## src/rtl/fetch_queue_if.sv

```systemverilog
`timescale 1ns/1ps
// Fetch queue bundle: redirect input, imem request/response channel and decode handshake.
interface fetch_queue_if #(
   parameter int DEPTH = 4
);
   localparam int CW = $clog2(DEPTH + 1);

   logic          redirect_valid;
   logic [31:0]   redirect_pc;
   logic          imem_req_valid;
   logic [31:0]   imem_req_addr;
   logic          imem_req_ready;
   logic          imem_resp_valid;
   logic [31:0]   imem_resp_data;
   logic          dec_valid;
   logic [31:0]   dec_inst;
   logic [31:0]   dec_pc;
   logic          dec_ready;
   logic [CW-1:0] queue_count;

   modport master (
      input  redirect_valid, redirect_pc, imem_req_ready, imem_resp_valid, imem_resp_data, dec_ready,
      output imem_req_valid, imem_req_addr, dec_valid, dec_inst, dec_pc, queue_count
   );

   modport slave (
      output redirect_valid, redirect_pc, imem_req_ready, imem_resp_valid, imem_resp_data, dec_ready,
      input  imem_req_valid, imem_req_addr, dec_valid, dec_inst, dec_pc, queue_count
   );
endinterface

```

## src/rtl/fetch_queue.sv

```systemverilog
`timescale 1ns/1ps
// Fetch front end: sequential imem requests under a credit limit, in-order capture of
// responses into a PC-tagged FIFO for decode, and redirect flush with stale-response drop.
module fetch_queue #(
   parameter logic [31:0] RESET_PC = 32'h0100_0000,
   parameter int          DEPTH    = 4,
   parameter int          MAX_OUT  = 2
) (
   input  logic          clock,
   input  logic          reset,
   fetch_queue_if.master fq
);
   localparam int AW = $clog2(DEPTH);
   localparam int CW = $clog2(DEPTH + 1);
   localparam int OW = $clog2(MAX_OUT + 1);
   localparam logic [AW-1:0] PTR_ZERO = {AW{1'b0}};
   localparam logic [AW-1:0] PTR_ONE  = AW'(1'b1);
   localparam logic [CW-1:0] CNT_ZERO = {CW{1'b0}};
   localparam logic [CW-1:0] CNT_ONE  = CW'(1'b1);
   localparam logic [OW-1:0] OUT_ZERO = {OW{1'b0}};
   localparam logic [OW-1:0] OUT_ONE  = OW'(1'b1);

   logic [31:0]   fetch_pc_r;
   logic [31:0]   resp_pc_r;
   logic [OW-1:0] outstanding_r;
   logic [OW-1:0] drop_cnt_r;
   logic [AW-1:0] rd_ptr_r;
   logic [AW-1:0] wr_ptr_r;
   logic [CW-1:0] count_r;
   logic [31:0]   inst_mem_r [DEPTH];
   logic [31:0]   pc_mem_r   [DEPTH];

   logic [31:0]   credit_sum_s;
   logic [31:0]   target_pc_s;
   logic          not_empty_s;
   logic          req_valid_s;
   logic          req_fire_s;
   logic          resp_take_s;
   logic          drop_s;
   logic          push_s;
   logic          dec_valid_s;
   logic          pop_s;
   logic [OW-1:0] outstanding_next_s;

   // Issue credit keeps count + outstanding <= DEPTH, so a push never finds the FIFO full
   always_comb begin
      credit_sum_s = 32'(count_r) + 32'(outstanding_r);
      target_pc_s  = fq.redirect_pc & 32'hFFFF_FFFC;
      not_empty_s  = (count_r != CNT_ZERO);
      req_valid_s  = ~reset & ~fq.redirect_valid
                     & (32'(outstanding_r) < 32'(MAX_OUT))
                     & (credit_sum_s < 32'(DEPTH));
      req_fire_s   = req_valid_s & fq.imem_req_ready;
      resp_take_s  = fq.imem_resp_valid & (outstanding_r != OUT_ZERO);
      drop_s       = resp_take_s & (drop_cnt_r != OUT_ZERO);
      push_s       = resp_take_s & ~drop_s & ~fq.redirect_valid;
      dec_valid_s  = ~reset & not_empty_s & ~fq.redirect_valid;
      pop_s        = dec_valid_s & fq.dec_ready;
      if (req_fire_s && !resp_take_s) begin
         outstanding_next_s = outstanding_r + OUT_ONE;
      end else if (!req_fire_s && resp_take_s) begin
         outstanding_next_s = outstanding_r - OUT_ONE;
      end else begin
         outstanding_next_s = outstanding_r;
      end
   end

   assign fq.imem_req_valid = req_valid_s;
   assign fq.imem_req_addr  = reset ? 32'h0000_0000 : fetch_pc_r;
   assign fq.dec_valid      = dec_valid_s;
   assign fq.dec_inst       = not_empty_s ? inst_mem_r[rd_ptr_r] : 32'h0000_0000;
   assign fq.dec_pc         = not_empty_s ? pc_mem_r[rd_ptr_r] : 32'h0000_0000;
   assign fq.queue_count    = count_r;

   // PCs, request credit, drop tracking and FIFO occupancy
   always_ff @(posedge clock or posedge reset) begin
      if (reset) begin
         fetch_pc_r    <= RESET_PC;
         resp_pc_r     <= RESET_PC;
         outstanding_r <= OUT_ZERO;
         drop_cnt_r    <= OUT_ZERO;
         rd_ptr_r      <= PTR_ZERO;
         wr_ptr_r      <= PTR_ZERO;
         count_r       <= CNT_ZERO;
      end else begin
         outstanding_r <= outstanding_next_s;
         if (fq.redirect_valid) begin
            // every request still in flight after this cycle belongs to the old path
            fetch_pc_r <= target_pc_s;
            resp_pc_r  <= target_pc_s;
            drop_cnt_r <= outstanding_next_s;
            rd_ptr_r   <= PTR_ZERO;
            wr_ptr_r   <= PTR_ZERO;
            count_r    <= CNT_ZERO;
         end else begin
            if (req_fire_s) begin
               fetch_pc_r <= fetch_pc_r + 32'd4;
            end
            if (drop_s) begin
               drop_cnt_r <= drop_cnt_r - OUT_ONE;
            end
            if (push_s) begin
               resp_pc_r <= resp_pc_r + 32'd4;
               wr_ptr_r  <= wr_ptr_r + PTR_ONE;
            end
            if (pop_s) begin
               rd_ptr_r <= rd_ptr_r + PTR_ONE;
            end
            if (push_s && !pop_s) begin
               count_r <= count_r + CNT_ONE;
            end else if (!push_s && pop_s) begin
               count_r <= count_r - CNT_ONE;
            end
         end
      end
   end

   // FIFO storage; occupancy gating makes a reset of the array unnecessary
   always_ff @(posedge clock) begin
      if (push_s) begin
         inst_mem_r[wr_ptr_r] <= fq.imem_resp_data;
         pc_mem_r[wr_ptr_r]   <= resp_pc_r;
      end
   end
endmodule

```

## src/flat_wrapper.sv

```systemverilog
// flat-port wrapper written by rule: the top's interface ports become plain ports
module fetch_queue_flat 
#(
   parameter logic [31:0] RESET_PC = 32'h0100_0000,
   parameter int          DEPTH    = 4,
   parameter int          MAX_OUT  = 2
)
  (clock, reset, fq_redirect_valid, fq_redirect_pc, fq_imem_req_ready, fq_imem_resp_valid, fq_imem_resp_data, fq_dec_ready, fq_imem_req_valid, fq_imem_req_addr, fq_dec_valid, fq_dec_inst, fq_dec_pc, fq_queue_count);
  fetch_queue_if #(.DEPTH(DEPTH)) fq_i ();
  input  logic clock;
  input  logic reset;
  input wire logic [$bits(fq_i.redirect_valid)-1:0] fq_redirect_valid;
  input wire logic [$bits(fq_i.redirect_pc)-1:0] fq_redirect_pc;
  input wire logic [$bits(fq_i.imem_req_ready)-1:0] fq_imem_req_ready;
  input wire logic [$bits(fq_i.imem_resp_valid)-1:0] fq_imem_resp_valid;
  input wire logic [$bits(fq_i.imem_resp_data)-1:0] fq_imem_resp_data;
  input wire logic [$bits(fq_i.dec_ready)-1:0] fq_dec_ready;
  output wire logic [$bits(fq_i.imem_req_valid)-1:0] fq_imem_req_valid;
  output wire logic [$bits(fq_i.imem_req_addr)-1:0] fq_imem_req_addr;
  output wire logic [$bits(fq_i.dec_valid)-1:0] fq_dec_valid;
  output wire logic [$bits(fq_i.dec_inst)-1:0] fq_dec_inst;
  output wire logic [$bits(fq_i.dec_pc)-1:0] fq_dec_pc;
  output wire logic [$bits(fq_i.queue_count)-1:0] fq_queue_count;
  assign fq_i.redirect_valid = fq_redirect_valid;
  assign fq_i.redirect_pc = fq_redirect_pc;
  assign fq_i.imem_req_ready = fq_imem_req_ready;
  assign fq_i.imem_resp_valid = fq_imem_resp_valid;
  assign fq_i.imem_resp_data = fq_imem_resp_data;
  assign fq_i.dec_ready = fq_dec_ready;
  assign fq_imem_req_valid = fq_i.imem_req_valid;
  assign fq_imem_req_addr = fq_i.imem_req_addr;
  assign fq_dec_valid = fq_i.dec_valid;
  assign fq_dec_inst = fq_i.dec_inst;
  assign fq_dec_pc = fq_i.dec_pc;
  assign fq_queue_count = fq_i.queue_count;
  fetch_queue #(.RESET_PC(RESET_PC), .DEPTH(DEPTH), .MAX_OUT(MAX_OUT)) u_core (.clock(clock), .reset(reset), .fq(fq_i));
endmodule
```

## config.mk

```make
export PLATFORM = sky130hd
export DESIGN_NAME = fetch_queue_flat
export DESIGN_NICKNAME = d
export VERILOG_FILES = /design/src/rtl/fetch_queue_if.sv /design/src/rtl/fetch_queue.sv /design/src/flat_wrapper.sv
export SDC_FILE = /design/constraint.sdc
export NUM_CORES = 1
export LEC_CHECK = 0
export CORE_MARGIN = 2
export CORE_UTILIZATION = 50
export CTS_CLUSTER_SIZE = 14
export DETAILED_ROUTE_END_ITERATION = 10
export PLACE_DENSITY = 0.73
export RECOVER_POWER = 25
export SLEW_MARGIN = 20
export SYNTH_ARGS = -nofsm -noshare
export SYNTH_HDL_FRONTEND = slang
export SYNTH_SLANG_ARGS = --single-unit
```

## constraint.sdc

```tcl
create_clock -name clock -period 5.4 [get_ports clock]
set_input_delay 0.54 -clock clock [delete_from_list [all_inputs] [get_ports clock]]
set_output_delay 0.54 -clock clock [all_outputs]
set_load 0.02 [all_outputs]
```

# --- Word-level counts from Yosys, hierarchy flattened ---
# Memory sizes are Yosys's and may differ from the RTL's.
# Cells that the tools add are included.
# Widths: inputs -> output; s select.
word_totals:
  regBits: 75
  ram_bits: 256
  in_bits: 70
  mem_count: 2
classes:
  n_addsub: 10
  n_lt_le_gt_ge: 2
  mux: 20
  bitwise: 14
  reduce_logical: 16
memory_table:
  columns: ["name", "words", "word_bits", "rd", "rd_clocked_by_memory_dff", "wr", "line", "text"]
  rows:
  - ["u_core.inst_mem_r", 4, 32, 1, 0, 1, "fetch_queue.sv:30", "logic [31:0] inst_mem_r [DEPTH];"]
  - ["u_core.pc_mem_r", 4, 32, 1, 0, 1, "fetch_queue.sv:31", "logic [31:0] pc_mem_r [DEPTH];"]
op_table:
  columns: ["cell", "n"]
  rows:
  - ["$mux 32", 7]
  - ["$add 32x3->32 const B", 2]
  - ["$lt 32x3->1 const B", 1]
  - ["$mux 2", 8]
  - ["$reduce_bool 2->1", 6]
  - ["$and 1x1->1", 11]
  - ["$mux 3", 3]
  - ["$add 2x1->2 const B", 3]
  - ["$reduce_bool 3->1", 2]
  - ["$add 3x2->4", 1]
  - ["$logic_and 1x1->1", 4]
  - ["$logic_not 1->1", 4]
  - ["$sub 2x1->2 const B", 2]
  - ["$add 3x1->3 const B", 1]
  - ["$not 1->1", 3]
  - ["$sub 3x1->3 const B", 1]
  - ["$lt 2x2->1 const B", 1]
  - ["$mux 1", 2]

# --- Logic depth before layout (Yosys ltp) ---
logic_depth:
  word_depth: 11
  mapped_depth: 9
  mapped_depth_nobuf: 9

# --- Least setup slack after synthesis ---
# Ideal clock, no wire load.
synth_path:
  kind: "register to register"
  from: "reg u_core.outstanding_r[0]"
  to: "mem u_core.inst_mem_r[0][0], enable pin"
  setup_time_ns: 0.427
  t_arrival_ns: 2.804
  t_required_ns: 4.973
  slack_ns: 2.169
  path_stages_with_launch: 7
  path_buffers: 1
  cell_sequence: "dfrtp_1 inv_1 ha_1 nor2b_1 and2_1 clkbuf_1 and3_1"
synth_between:
  elab_chain_cells: 8
synth_lines:
  columns: ["item", "line", "text"]
  rows:
  - ["start, declared", "fetch_queue.sv:25", "logic [OW-1:0] outstanding_r;"]
  - ["start signal, assigned", "fetch_queue.sv:86", "outstanding_r <= outstanding_next_s;"]
  - ["$reduce_bool 2->1 *", "fetch_queue.sv:54", "resp_take_s = fq.imem_resp_valid & (outstanding_r != OUT_ZERO);"]
  - ["$and 1x1->1 *", "fetch_queue.sv:54", null]
  - ["$and 1x1->1", "fetch_queue.sv:55", "drop_s = resp_take_s & (drop_cnt_r != OUT_ZERO);"]
  - ["$not 1->1", "fetch_queue.sv:56", "push_s = resp_take_s & ~drop_s & ~fq.redirect_valid;"]
  - ["$and 1x1->1 * (2 in series)", "fetch_queue.sv:56", null]
  - ["$mux 1 *", "fetch_queue.sv:120", "if (push_s) begin"]
  - ["$mux 1 (implied by the code) *", "fetch_queue.sv:121", "inst_mem_r[wr_ptr_r] <= fq.imem_resp_data;"]
  - ["end, declared", "fetch_queue.sv:30", null]
# Every way passes the cells marked *; elsewhere a longest branch is shown, timed or not.

# --- Worst setup path after layout ---
layout_path:
  from: "reg u_core.rd_ptr_r[0]"
  to: "out fq_dec_pc[8]"
layout_between:
  elab_chain_cells: 2
layout_lines:
  columns: ["item", "line", "text"]
  rows:
  - ["start, declared", "fetch_queue.sv:27", "logic [AW-1:0] rd_ptr_r;"]
  - ["start signal, assigned", "fetch_queue.sv:107", "rd_ptr_r <= rd_ptr_r + PTR_ONE;"]
  - ["$mem_v2 4x32", null, null]
  - ["$mux 32", "fetch_queue.sv:72", "assign fq.dec_pc = not_empty_s ? pc_mem_r[rd_ptr_r] : 32'h0000_0000;"]
  - ["end, declared", "flat_wrapper.sv:22", "output wire logic [$bits(fq_i.dec_pc)-1:0] fq_dec_pc;"]
# No other way between the ends.

==> run_results.csv <==
group,metric,value,unit
clock_network,clk_path_buf_depth,3,
power,leakagePower,0.00564,uW
placed_design,dp_hpwl,18200,um
floorplan,core_region_area,0.0270,mm2
run_status,status,"complete, no violations",
clock_network,cts_tree,"built",
setup_path,cp.buffers_inverters,2,
placed_design,post-place-cells,1366,
clock_network,cts.sinks,319,
sta,max_freq,274,MHz
setup_path,path_cells,"buf_4 -> mux4_2 -> and2_1 -> clkdlybuf4s50_1",
setup_path,cp_slowest_cell,"dfrtp_4",
global_route,grt_util_met1,29.9,%
finish,regArea,0.00923,mm2
logic_synthesis,synthArstFlopShare,22.3,%
drt,post_drt_wl_per_cell,20.1,um
logic_synthesis,synth-seq-area-share,67.2,%
global_route,gr-usage-met3,3.33,%
setup_path,worst-path-max-fanout,34,
finish,num_antenna_cells,0,
sta,finalHoldViolCount,0,
logic_synthesis,synth_edf_count,248,
setup_path,cp.required,4.86,ns
sta,tightest_slew,1.06,ns
power,p_total,6720,uW
drt,drtAntennaViolNets,0,
finish,fin_nets,1141,
floorplan,initial_core_util,51.0,%
finish,final_common_cell,"edfxtp_1",
setup_path,crit_family,"buffers and inverters",
setup_path,endpoint_kind,"output port",
power,peakVddDrop,0.233,mV
finish,drive_above_1_share,14.1,%
min_path,hold_class,"primary input to flip-flop",
global_route,grt_overflow,0,
sta,finalMaxSlewViolations,0,
logic_synthesis,ys_warn_count,0,
logic_synthesis,synth_cell_types,54,
setup_path,crit_type,"flip-flop to output port",
clock_network,clk_latency,0.50,ns
drt,vias,8109,
global_route,grt.busiest_layer,"met2",
logic_synthesis,netlist_area,0.0137,mm2
setup_path,crit_arrival,3.12,ns
logic_synthesis,postSynthCellCount,893,
setup_path,critical_path.startpoint_type,"flip-flop",
logic_synthesis,ys_ff_latch,319,
finish,multiInputGateArea,0.00424,mm2
finish,mostFrequentLayoutCells,"edfxtp_1, clkdlybuf4s50_1, and2_1, dfrtp_1, mux4_2",
drt,dr.pass1.iters,5,
setup_path,crit_path_max_incr_delay,0.86,ns
clock_network,clk_pin_slew,0.06,ns
global_route,grt_pass1_vias,8154,
finish,fin_cells,1426,
global_route,grt_antenna_before_repair,0,
drt,finalWirelength,28700,um
sta,fin_tns_setup,0,ns
clock_network,htree_levels,2,
floorplan,fp.dieH,170,um
clock_network,root_buffer,"clkbuf_16",
clock_network,cts_setup_buffers,0,
placed_design,portBuffers,164,
clock_network,ctsHoldBuffers,0,
clock_network,ctsResizeCount,0,
floorplan,dieArea,0.0288,mm2
placed_design,place_ws,1.97,ns
global_route,grt_pass1_wl,45800,um
global_route,gr-usage-met2,32.4,%
sta,rsz0062_at_grt,"no",
drt,drt_iter0_drc,727,
job,max_cap_violations,0,
sta,slew_headroom,28.5,%
clock_network,cts_made_buffers,34,
drt,drc,0,
sta,clock_skew,0.00956,ns
placed_design,gp_congestion,0.833,
finish,syn2layout_area_growth,22.2,%
sta,fin_crit,3.66,ns
sta,setup_viol,0,
floorplan,ios,171,
logic_synthesis,avgSynthCellArea,15.4,um2
global_route,grt_max_degree,66,
finish,fillers,1982,
power,pwr_density_cell,400,mW/mm2
sta,fin_ws,1.74,ns
global_route,grt.total_usage,20.5,%
floorplan,placementRows,60,
drt,viasPerCell,5.69,
sta,min_period_over_period,67.7,%
logic_synthesis,ys.flop_type,"edfxtp_1",
floorplan,die_w,170,um
## synthesized netlist by cell type, drive strengths merged (20+ instances only)
library cell | n | area [um2]
dfrtp | 69 | 1730
xnor2 | 22 | 193
nor2b | 28 | 175
o21ai | 31 | 155
and2 | 67 | 419
nand2 | 52 | 195
mux4 | 62 | 1400
clkbuf | 33 | 124
nand4 | 26 | 163
nand3 | 34 | 170
edfxtp | 248 | 7450
nor2 | 30 | 113
xor2 | 20 | 175
## where the power goes
part           leakage (uW)  switching, uW  internal, uW
combinational       0.00203            799           729
sequential          0.00309            149          2810
clock              0.000519            909          1310
## routing by layer
metal  part of all wire (%)  routed length, um
met1                     45              12900
met2                     47              13500
met3                    6.4               1850
met4                    1.8                520
met5                      0                  0
## stage by stage
| stage | utilization, % | cell area (um2) | hold WS (ns) |
|---|---|---|---|
| finish | 62.3 | 16800 | 0.310 |
| CTS | 62.3 | 16800 | 0.292 |
| global placement | 58.3 | 15700 | 0.524 |
| global route | 62.3 | 16800 | 0.304 |
| floorplan | - | 13700 | 0.474 |
| detailed placement | 58.3 | 15700 | 0.538 |
## state kept, by name (all words and copies together), names as in the netlist
register / count
u_core.inst_mem_r: 128
u_core.outstanding_r: 2
u_core.drop_cnt_r: 2
u_core.resp_pc_r: 30
u_core.fq.queue_count: 3
u_core.rd_ptr_r: 2
u_core.fetch_pc_r: 30
u_core.wr_ptr_r: 2
u_core.pc_mem_r: 120
## cells by family (layout without fill, tap and decap cells)
logic type,after synthesis,in the layout,synth area share (%)
flops,319,319,67.2
simple gates,298,298,12.1
compound gates,79,79,3.60
mux,75,75,11.2
buf+inv,69,258,2.22
xor+xnor,42,42,2.68
fa+ha+maj,10,10,0.965
other cells,1,4,0.0273
## layout make-up
cell class              count  share of cell area [%]
inverters                  18                   0.402
well taps                 341                    2.54
flip-flops and latches    319                    55.0
multi-input cells         508                    25.3
repair buffers            180                    10.5
clock inverters            16                   0.834
clock buffers              44                    5.54
## path summary, 6_finish.rpt
check	startpoint	endpoint	slack, ns	depth (start not counted)
setup / recovery	u_core.rd_ptr_r[0]	fq_dec_pc[8]	1.74	4
hold / removal	fq_redirect_valid	u_core.resp_pc_r[10]	0.31	2
min in group asynchronous	reset	u_core.fetch_pc_r[19]	0.76	3
hold reg to reg	u_core.resp_pc_r[25]	u_core.pc_mem_r[1][25]	0.55	0
setup reg to reg	u_core.outstanding_r[0]	u_core.inst_mem_r[3][5]	2.50	6
max in group asynchronous	reset	u_core.rd_ptr_r[0]	3.64	4
Note: power is estimated with default switching activity, not from simulation.
